--- src/rtl/shift_add_mul_ctrl_if.sv ---
// ---------------------------------------------------------------------------
// shift_add_mul_ctrl_if
//
// Bundles the multiply request/result handshake and the external adder hookup
// of shift_add_mul_ctrl.
//
// Signals (N = operand width):
//   start    requester -> ctrl   request a multiply (sampled only when idle)
//   a, b     requester -> ctrl   unsigned multiplicand / multiplier, N bits
//   busy     ctrl -> requester   high while an operation is running or done
//   done     ctrl -> requester   one-cycle pulse, product valid
//   product  ctrl -> requester   2N-bit result
//   add_a    ctrl -> adder       adder operand A, N bits
//   add_b    ctrl -> adder       adder operand B, N bits
//   add_sum  adder -> ctrl       adder result {cout, sum}, N+1 bits
//
// Modports:
//   slave   the multiply controller
//   master  the requester, which also owns the combinational adder
// ---------------------------------------------------------------------------
interface shift_add_mul_ctrl_if #(
    parameter int unsigned N = 32
);
    logic           start;
    logic [N-1:0]   a;
    logic [N-1:0]   b;
    logic           busy;
    logic           done;
    logic [2*N-1:0] product;
    logic [N-1:0]   add_a;
    logic [N-1:0]   add_b;
    logic [N:0]     add_sum;

    modport slave (
        input  start,
        input  a,
        input  b,
        input  add_sum,
        output busy,
        output done,
        output product,
        output add_a,
        output add_b
    );

    modport master (
        output start,
        output a,
        output b,
        output add_sum,
        input  busy,
        input  done,
        input  product,
        input  add_a,
        input  add_b
    );
endinterface

--- src/rtl/shift_add_mul_ctrl.sv ---
// ---------------------------------------------------------------------------
// shift_add_mul_ctrl
//
// Unsigned N x N -> 2N multiply by N shift-and-add iterations through an
// external N-bit adder. One iteration per clock; start-accept to done is N+1
// cycles, one multiply every N+2 cycles.
//
// Ports:
//   i_clk    clock, all state changes on the rising edge
//   i_rst    synchronous active-high reset, overrides start
//   io_mul   shift_add_mul_ctrl_if.slave:
//              start/a/b in, busy/done/product out,
//              add_a/add_b out to the adder, add_sum in from the adder
//
// The interface instance must be built with the same N as this module.
// ---------------------------------------------------------------------------
module shift_add_mul_ctrl #(
    parameter int unsigned N = 32
) (
    input  logic                 i_clk,
    input  logic                 i_rst,
    shift_add_mul_ctrl_if.slave  io_mul
);

    localparam int unsigned   CntW    = (N > 1) ? $clog2(N) : 1;
    localparam logic [CntW-1:0] CntLast = CntW'(N - 1);

    typedef enum logic [1:0] {
        StIdle = 2'd0,
        StRun  = 2'd1,
        StDone = 2'd2
    } state_e;

    state_e          r_state;
    logic [N-1:0]    r_mcand;
    logic [N-1:0]    r_acc_hi;
    logic [N-1:0]    r_acc_lo;
    logic [CntW-1:0] r_cnt;

    state_e          w_state_nxt;
    logic [N-1:0]    w_mcand_nxt;
    logic [N-1:0]    w_acc_hi_nxt;
    logic [N-1:0]    w_acc_lo_nxt;
    logic [CntW-1:0] w_cnt_nxt;
    logic [N-1:0]    w_add_a;
    logic [N-1:0]    w_add_b;

    // ------------------------------------------------------------------
    // State and datapath registers
    // ------------------------------------------------------------------
    always_ff @(posedge i_clk) begin
        if (i_rst) begin
            r_state  <= StIdle;
            r_mcand  <= '0;
            r_acc_hi <= '0;
            r_acc_lo <= '0;
            r_cnt    <= '0;
        end else begin
            r_state  <= w_state_nxt;
            r_mcand  <= w_mcand_nxt;
            r_acc_hi <= w_acc_hi_nxt;
            r_acc_lo <= w_acc_lo_nxt;
            r_cnt    <= w_cnt_nxt;
        end
    end

    // ------------------------------------------------------------------
    // Next-state and adder drive
    // ------------------------------------------------------------------
    always_comb begin
        w_state_nxt  = r_state;
        w_mcand_nxt  = r_mcand;
        w_acc_hi_nxt = r_acc_hi;
        w_acc_lo_nxt = r_acc_lo;
        w_cnt_nxt    = r_cnt;
        // Adder inputs held at zero outside RUN so it does not toggle.
        w_add_a      = '0;
        w_add_b      = '0;

        case (r_state)
            StIdle: begin
                if (io_mul.start) begin
                    w_mcand_nxt  = io_mul.a;
                    w_acc_hi_nxt = '0;
                    // Multiplier bits are consumed from acc_lo[0] as the
                    // partial product shifts in from the top.
                    w_acc_lo_nxt = io_mul.b;
                    w_cnt_nxt    = '0;
                    w_state_nxt  = StRun;
                end
            end

            StRun: begin
                w_add_a = r_acc_hi;
                w_add_b = r_acc_lo[0] ? r_mcand : '0;
                // (2N+1)-bit right shift: adder carry-out lands in acc_hi MSB.
                {w_acc_hi_nxt, w_acc_lo_nxt} = {io_mul.add_sum, r_acc_lo[N-1:1]};
                w_cnt_nxt = r_cnt + CntW'(1);
                if (r_cnt == CntLast) begin
                    w_state_nxt = StDone;
                end
            end

            StDone: begin
                w_state_nxt = StIdle;
            end

            default: begin
                w_state_nxt = StIdle;
            end
        endcase
    end

    // ------------------------------------------------------------------
    // Outputs, all decoded from registered state
    // ------------------------------------------------------------------
    assign io_mul.add_a   = w_add_a;
    assign io_mul.add_b   = w_add_b;
    assign io_mul.busy    = (r_state == StRun) || (r_state == StDone);
    assign io_mul.done    = (r_state == StDone);
    assign io_mul.product = {r_acc_hi, r_acc_lo};

endmodule
--- src/flat_wrapper.sv ---
// flat-port wrapper written by rule: the top's interface ports become plain ports
module shift_add_mul_ctrl_flat 
#(
    parameter int unsigned N = 32
)
  (i_clk, i_rst, io_mul_start, io_mul_a, io_mul_b, io_mul_add_sum, io_mul_busy, io_mul_done, io_mul_product, io_mul_add_a, io_mul_add_b);
  shift_add_mul_ctrl_if #(.N(N)) io_mul_i ();
  input  logic i_clk;
  input  logic i_rst;
  input wire logic [$bits(io_mul_i.start)-1:0] io_mul_start;
  input wire logic [$bits(io_mul_i.a)-1:0] io_mul_a;
  input wire logic [$bits(io_mul_i.b)-1:0] io_mul_b;
  input wire logic [$bits(io_mul_i.add_sum)-1:0] io_mul_add_sum;
  output wire logic [$bits(io_mul_i.busy)-1:0] io_mul_busy;
  output wire logic [$bits(io_mul_i.done)-1:0] io_mul_done;
  output wire logic [$bits(io_mul_i.product)-1:0] io_mul_product;
  output wire logic [$bits(io_mul_i.add_a)-1:0] io_mul_add_a;
  output wire logic [$bits(io_mul_i.add_b)-1:0] io_mul_add_b;
  assign io_mul_i.start = io_mul_start;
  assign io_mul_i.a = io_mul_a;
  assign io_mul_i.b = io_mul_b;
  assign io_mul_i.add_sum = io_mul_add_sum;
  assign io_mul_busy = io_mul_i.busy;
  assign io_mul_done = io_mul_i.done;
  assign io_mul_product = io_mul_i.product;
  assign io_mul_add_a = io_mul_i.add_a;
  assign io_mul_add_b = io_mul_i.add_b;
  shift_add_mul_ctrl #(.N(N)) u_core (.i_clk(i_clk), .i_rst(i_rst), .io_mul(io_mul_i));
endmodule
--- config.mk ---
export PLATFORM = sky130hd
export DESIGN_NAME = shift_add_mul_ctrl_flat
export DESIGN_NICKNAME = d
export VERILOG_FILES = /design/src/rtl/shift_add_mul_ctrl_if.sv /design/src/rtl/shift_add_mul_ctrl.sv /design/src/flat_wrapper.sv
export SDC_FILE = /design/constraint.sdc
export NUM_CORES = 1
export LEC_CHECK = 0
export BUFFER_PORTS_ARGS = -buffer_cell sky130_fd_sc_hd__clkbuf_2
export CORE_MARGIN = 2
export CORE_UTILIZATION = 32
export DETAILED_ROUTE_END_ITERATION = 12
export PLACE_DENSITY_LB_ADDON = 0.3
export SETUP_SLACK_MARGIN = 0.05
export SYNTH_ARGS = -nofsm -noshare
export SYNTH_HDL_FRONTEND = slang
export SYNTH_SLANG_ARGS = --single-unit
--- constraint.sdc ---
create_clock -name i_clk -period 1.55 [get_ports i_clk]
set_input_delay 0 -clock i_clk [delete_from_list [all_inputs] [get_ports i_clk]]
set_output_delay 0 -clock i_clk [all_outputs]
set_load 0.1 [all_outputs]
### Yosys cells after proc, flatten, opt, wreduce, memory -nomap -nowiden

Cells that the tools add are included.

* bits in registers: 103
* bits in latches: 0
* RAM bits: 0
* memory bits (read-only): 0
* bits of input ports: 100
* output and inout bits: 130
* word-level logic and storage cells: 29
* memories: 0

* add/sub/neg operators: 1
* multipliers: 0
* div/mod/pow operators: 0
* order comparisons: 0
* equal/unequal tests: 5
* shift operators: 0
* muxes and demuxes: 12
* bitwise operators: 0
* reduce and logical (&&, ||, !) cells: 6

Operators by type and width (number)
* 2-to-1 mux 32 bit: 5
* one-hot mux 32 bit (2 select lines): 2
* one-hot mux 5 bit (2 select lines): 1
* AND reduction 2 bit: 3
* adder 5 x 1 -> 5 bit, second input constant: 1
* equality test 5 bit, second input constant: 1
* 2-to-1 mux 5 bit: 1
* 2-to-1 mux 2 bit: 2
* one-hot mux 2 bit (2 select lines): 1
* equality test 2 x 1 -> 1 bit, second input constant: 1
* equality test 2 bit, second input constant: 1
* zero test 2 bit: 1
* != test 2 x 1 -> 1 bit, second input constant: 1
* != test 2 bit, second input constant: 1
* nonzero test 2 bit: 1
* logical OR 1 bit: 1

### Logic depth before layout (Yosys ltp)

* depth in word-level cells: 3
* depth in mapped cells: 8
* mapped depth without buffers: 6

### Worst setup path before layout

No wires, ideal clock.

* path type: reg-to-output
* start point: register u_core.r_acc_lo[0]
* end point: output port io_mul_add_b[0]
* arrival time: 2.075 ns
* required time: 1.550 ns
* setup slack: -0.525 ns
* stages on the path, launching flop included: 3
* buffers on the path: 1
* cell sequence: dfxtp_1 -> clkbuf_1 -> and3_1

* cells in the longest elaborated chain, start to end: 2

RTL lines
* start, declared: line shift_add_mul_ctrl.sv:37 `logic [N-1:0] r_acc_lo;`
* start signal, assigned: line shift_add_mul_ctrl.sv:62 `r_acc_lo <= w_acc_lo_nxt;`
* 2-to-1 mux 32 bit: line shift_add_mul_ctrl.sv:95 `w_add_b = r_acc_lo[0] ? r_mcand : '0;`
* 2-to-1 mux 32 bit: line shift_add_mul_ctrl.sv:80 `case (r_state)`
* end, declared: line flat_wrapper.sv:18 `output wire logic [$bits(io_mul_i.add_b)-1:0] io_mul_add_b;`

No other way between the ends.

### Final worst setup path

* start point: register u_core.r_state[1]
* end point: register u_core.r_acc_lo[28]

* cells in the longest elaborated chain, start to end: 3
* elaborated cells on any way between the ends: 6
* classes of those cells: eq/ne (2); mux (1); reduce/logical (3)

RTL lines
* start, declared: line shift_add_mul_ctrl.sv:34 `state_e r_state;`
* start signal, assigned: line shift_add_mul_ctrl.sv:53 `r_state <= StIdle;`
* start signal, assigned: line shift_add_mul_ctrl.sv:59 `r_state <= w_state_nxt;`
* equality test 2 x 1 -> 1 bit / zero test 2 bit (equally long branches): line shift_add_mul_ctrl.sv:80
* nonzero test 2 bit (no line) / != test 2 bit (equally long branches)
* AND reduction 2 bit (no line)

Several ways; a longest one is shown, not always the timed one.
A chain may end at the register's enable or synchronous reset.

==> impl_metrics.ini <==
[status]
run_status = complete, but fails checks
violated_checks = setup timing

[synth]
netlist_top_cells_area = sky130_fd_sc_hd__dfxtp_1, sky130_fd_sc_hd__a211oi_2, sky130_fd_sc_hd__mux2i_1
post_synth_num_cell_types = 26
ys_seq_area_frac = 0.4482
netlist.area_leader.share = 0.4482
synthesis.area_um2 = 4601
yosys_warnings = 0
synth_top_area_cell = sky130_fd_sc_hd__dfxtp_1
synth_top_flop_cell = sky130_fd_sc_hd__dfxtp_1
syn_nets = 616
asyncSetResetFlopFracSynth = 0
ys_ff_latch = 103
synth_edf_count = 0
post_synth_inst_count = 511
synthesis.area_per_instance_um2 = 9.003

[global_routing]
wire_length_of_the_first_global_routing_pass_um = 24150
via_count_of_the_first_global_routing_pass = 4919
grt_overflow = 0
grt_max_degree = 39
grt_antenna_before_repair = 0
global_route.usage.total = 0.2020

[floorplan]
initial_core_util = 0.3289
placement_rows = 43
core_outline_area_um2 = 13990
chipWidth_um = 123.9
floorplan.die.height_um = 123.9
die-area_um2 = 15350
io_pins = 230

[worst_setup_path]
critical_path_required_ps = 1810
worst_ep_arrival_time_ps = 1860
r2r_cells = 6
endpoint_class_of_the_critical_path = register
critical_path.startpoint_type = register
timing.critical_path.cells = inv_2 -> buf_4 -> ha_4 -> mux2_4 -> clkbuf_16 -> a211oi_2
cp.buffers_inverters = 3
crit_fanout = 7
worst_path_largest_cell_delay_ps = 420
setup.worst_path.class = reg -> reg
critical_path_s_top_delay_family = multiplexers
crit_cells = 6
critPathSlowestCell = sky130_fd_sc_hd__mux2_4

[timing]
worst_clock_skew_ps = 3.774
tcrit_tclk_final = 1.031
final_max_slew_viol_count = 0
hold_violations = 0
timing_worst_slew_pin_value_ps = 579.0
slew_headroom = 0.6156
rsz0062_at_grt = true
holdWs_ps = 11.39
finalWorstPathRequiredPeriod_ps = 1598
setup_slack_ps = -48.11
setup_viol_count_final = 71
max_freq_mhz = 625.7

[cts]
cts_num_sinks = 103
number_of_buffers_added_by_the_clock_tree_synthesis_step = 9
insertion_delay_ps = 340
ctsHtreeMaxLevel = 3
cts_buffer_depth = 2
cts_tree = done
clock-root-buffer = sky130_fd_sc_hd__clkbuf_16
clkSlewWorstSetupHoldPaths_ps = 60

[detailed_routing]
vias = 4921
drt-wirelength-per-cell_um = 16.17
detail_route.drc_violations = 0
count_of_nets_left_with_antenna_violations_after_detail_routing = 0
drtPass1Iterations = 7
average_vias_per_placed_instance = 4.981
finalWirelength_um = 15970
drt-initial-drc-count = 220

[power]
total_leakage_power_nw = 3.679
power_mw = 8.199
power_per_standard_cell_area_nw_per_um2 = 946.4
max-vdd-ir-drop_uv = 533.2

[worst_hold_path]
worst_hold_path_type = in -> reg
holdPathStages = 3

[layout]
finish.cell_count_without_fillers = 988
antenna-diode-count = 0
layout-area-overhead-vs-synth_pct = 88.31
layout.cells.most_common_list = sky130_fd_sc_hd__clkbuf_2, sky130_fd_sc_hd__dfxtp_1, sky130_fd_sc_hd__buf_12
num-nets-final = 909
final_design_area_no_fill_um2 = 8663
post_route_cells_drive_above_1_share = 0.5025
finish.utilization = 0.6193
leading_cell_type_in_the_layout_fill_and_taps_excluded = sky130_fd_sc_hd__clkbuf_2

[run]
drv_cap = 0

[placement]
io_buffer_count = 229
place_area_um2 = 7119
gpl.final_weighted_congestion = 0.7667
dp_hpwl_um = 9464
placed_cells = 880
==> per-layer routing <==
| layer | wire length, um | up-vias | GRT usage |
|---|---|---|---|
| met5 | 0 | - | 0 |
| li1 | - | 2376 | - |
| met2 | 8046 | 198 | 0.3544 |
| met3 | 1106 | 23 | 0.05907 |
| met1 | 6569 | 2324 | 0.2368 |
| met4 | 251 | 0 | 0.06390 |
==> power breakdown <==
| group | total [mW] | switching [mW] | internal, mW |
|---|---|---|---|
| sequential | 3.03 | 0.187 | 2.84 |
| combinational | 2.96 | 1.95 | 1.01 |
| clock | 2.21 | 0.963 | 1.25 |
==> sequential cells by signal, indices dropped and copies added, names as in the netlist <==
name and cells:
u_core.r_acc_hi 32, u_core.r_state 2, u_core.r_acc_lo 32, u_core.r_cnt 5, u_core.r_mcand 32
==> worst reg2reg max path, cell delays in order (launching register included) <==
cell,delay (ps)
sky130_fd_sc_hd__dfxtp_2,330
sky130_fd_sc_hd__inv_2,50
sky130_fd_sc_hd__buf_4,130
sky130_fd_sc_hd__ha_4,180
sky130_fd_sc_hd__mux2_4,420
sky130_fd_sc_hd__clkbuf_16,200
sky130_fd_sc_hd__a211oi_2,200
==> Yosys cell counts (3+ instances only) <==
cell	count
sky130_fd_sc_hd__inv_1	4
sky130_fd_sc_hd__dfxtp_1	103
sky130_fd_sc_hd__a21oi_1	36
sky130_fd_sc_hd__buf_6	5
sky130_fd_sc_hd__nor2_1	66
sky130_fd_sc_hd__and3_1	33
sky130_fd_sc_hd__nand2_1	67
sky130_fd_sc_hd__a211oi_2	28
sky130_fd_sc_hd__mux2i_1	32
sky130_fd_sc_hd__and2_1	32
sky130_fd_sc_hd__buf_2	13
sky130_fd_sc_hd__a32oi_1	34
sky130_fd_sc_hd__buf_4	3
sky130_fd_sc_hd__a211oi_1	6
sky130_fd_sc_hd__ha_1	5
sky130_fd_sc_hd__clkbuf_1	30
==> timing repair <==
item                       CTS  global route
hold endpoints to repair    73             0
setup endpoints to repair   99           110
hold buffers                73             0
resized for setup           53             8
pin swaps                    4             4
setup buffers                9             0
cloned                       9             2
==> metrics by stage <==
step                setup WS (ps)  TNS (ps)
floorplan                  -22.59    -341.7
global placement            29.77         0
detailed placement         -49.47    -331.8
CTS                        -62.42     -2066
global route               -109.9     -7159
finish                     -48.11     -1621
==> cells by family (layout without fill, tap and decap cells) <==
group / Yosys count / count (layout) / share of synthesized area
and+or+nand+nor: 208 / 208 / 0.2113
adders and majority gates: 5 / 5 / 0.01360
buffers and inverters: 55 / 352 / 0.05901
muxes: 34 / 34 / 0.07506
DFF: 103 / 103 / 0.4482
AOI/OAI and AO/OA: 106 / 106 / 0.1928
==> path summary, 6_finish.rpt <==
check                                       from                                to  slack [ps]
setup / recovery  u_core.r_state[1]$_SDFFE_PP0P_  u_core.r_acc_lo[28]$_SDFFE_PP0P_         -50
hold / removal                       io_mul_b[0]   u_core.r_acc_lo[0]$_SDFFE_PP0P_          10
setup reg to reg  u_core.r_state[1]$_SDFFE_PP0P_  u_core.r_acc_lo[28]$_SDFFE_PP0P_         -50
hold reg to reg   u_core.r_mcand[2]$_SDFFE_PP0P_    u_core.r_mcand[2]$_SDFFE_PP0P_         450
==> area by class of cell <==
cell class | count | area (um2)
fill | 1133 | 5325
timing repair buffer | 333 | 3487
multi-input combinational | 353 | 2584
sequential | 103 | 2071
clock buffer | 12 | 236.5
tap | 180 | 225.2
clock inverter | 3 | 45.04
inverter | 4 | 15.01
(Power assumes the default switching activity.)
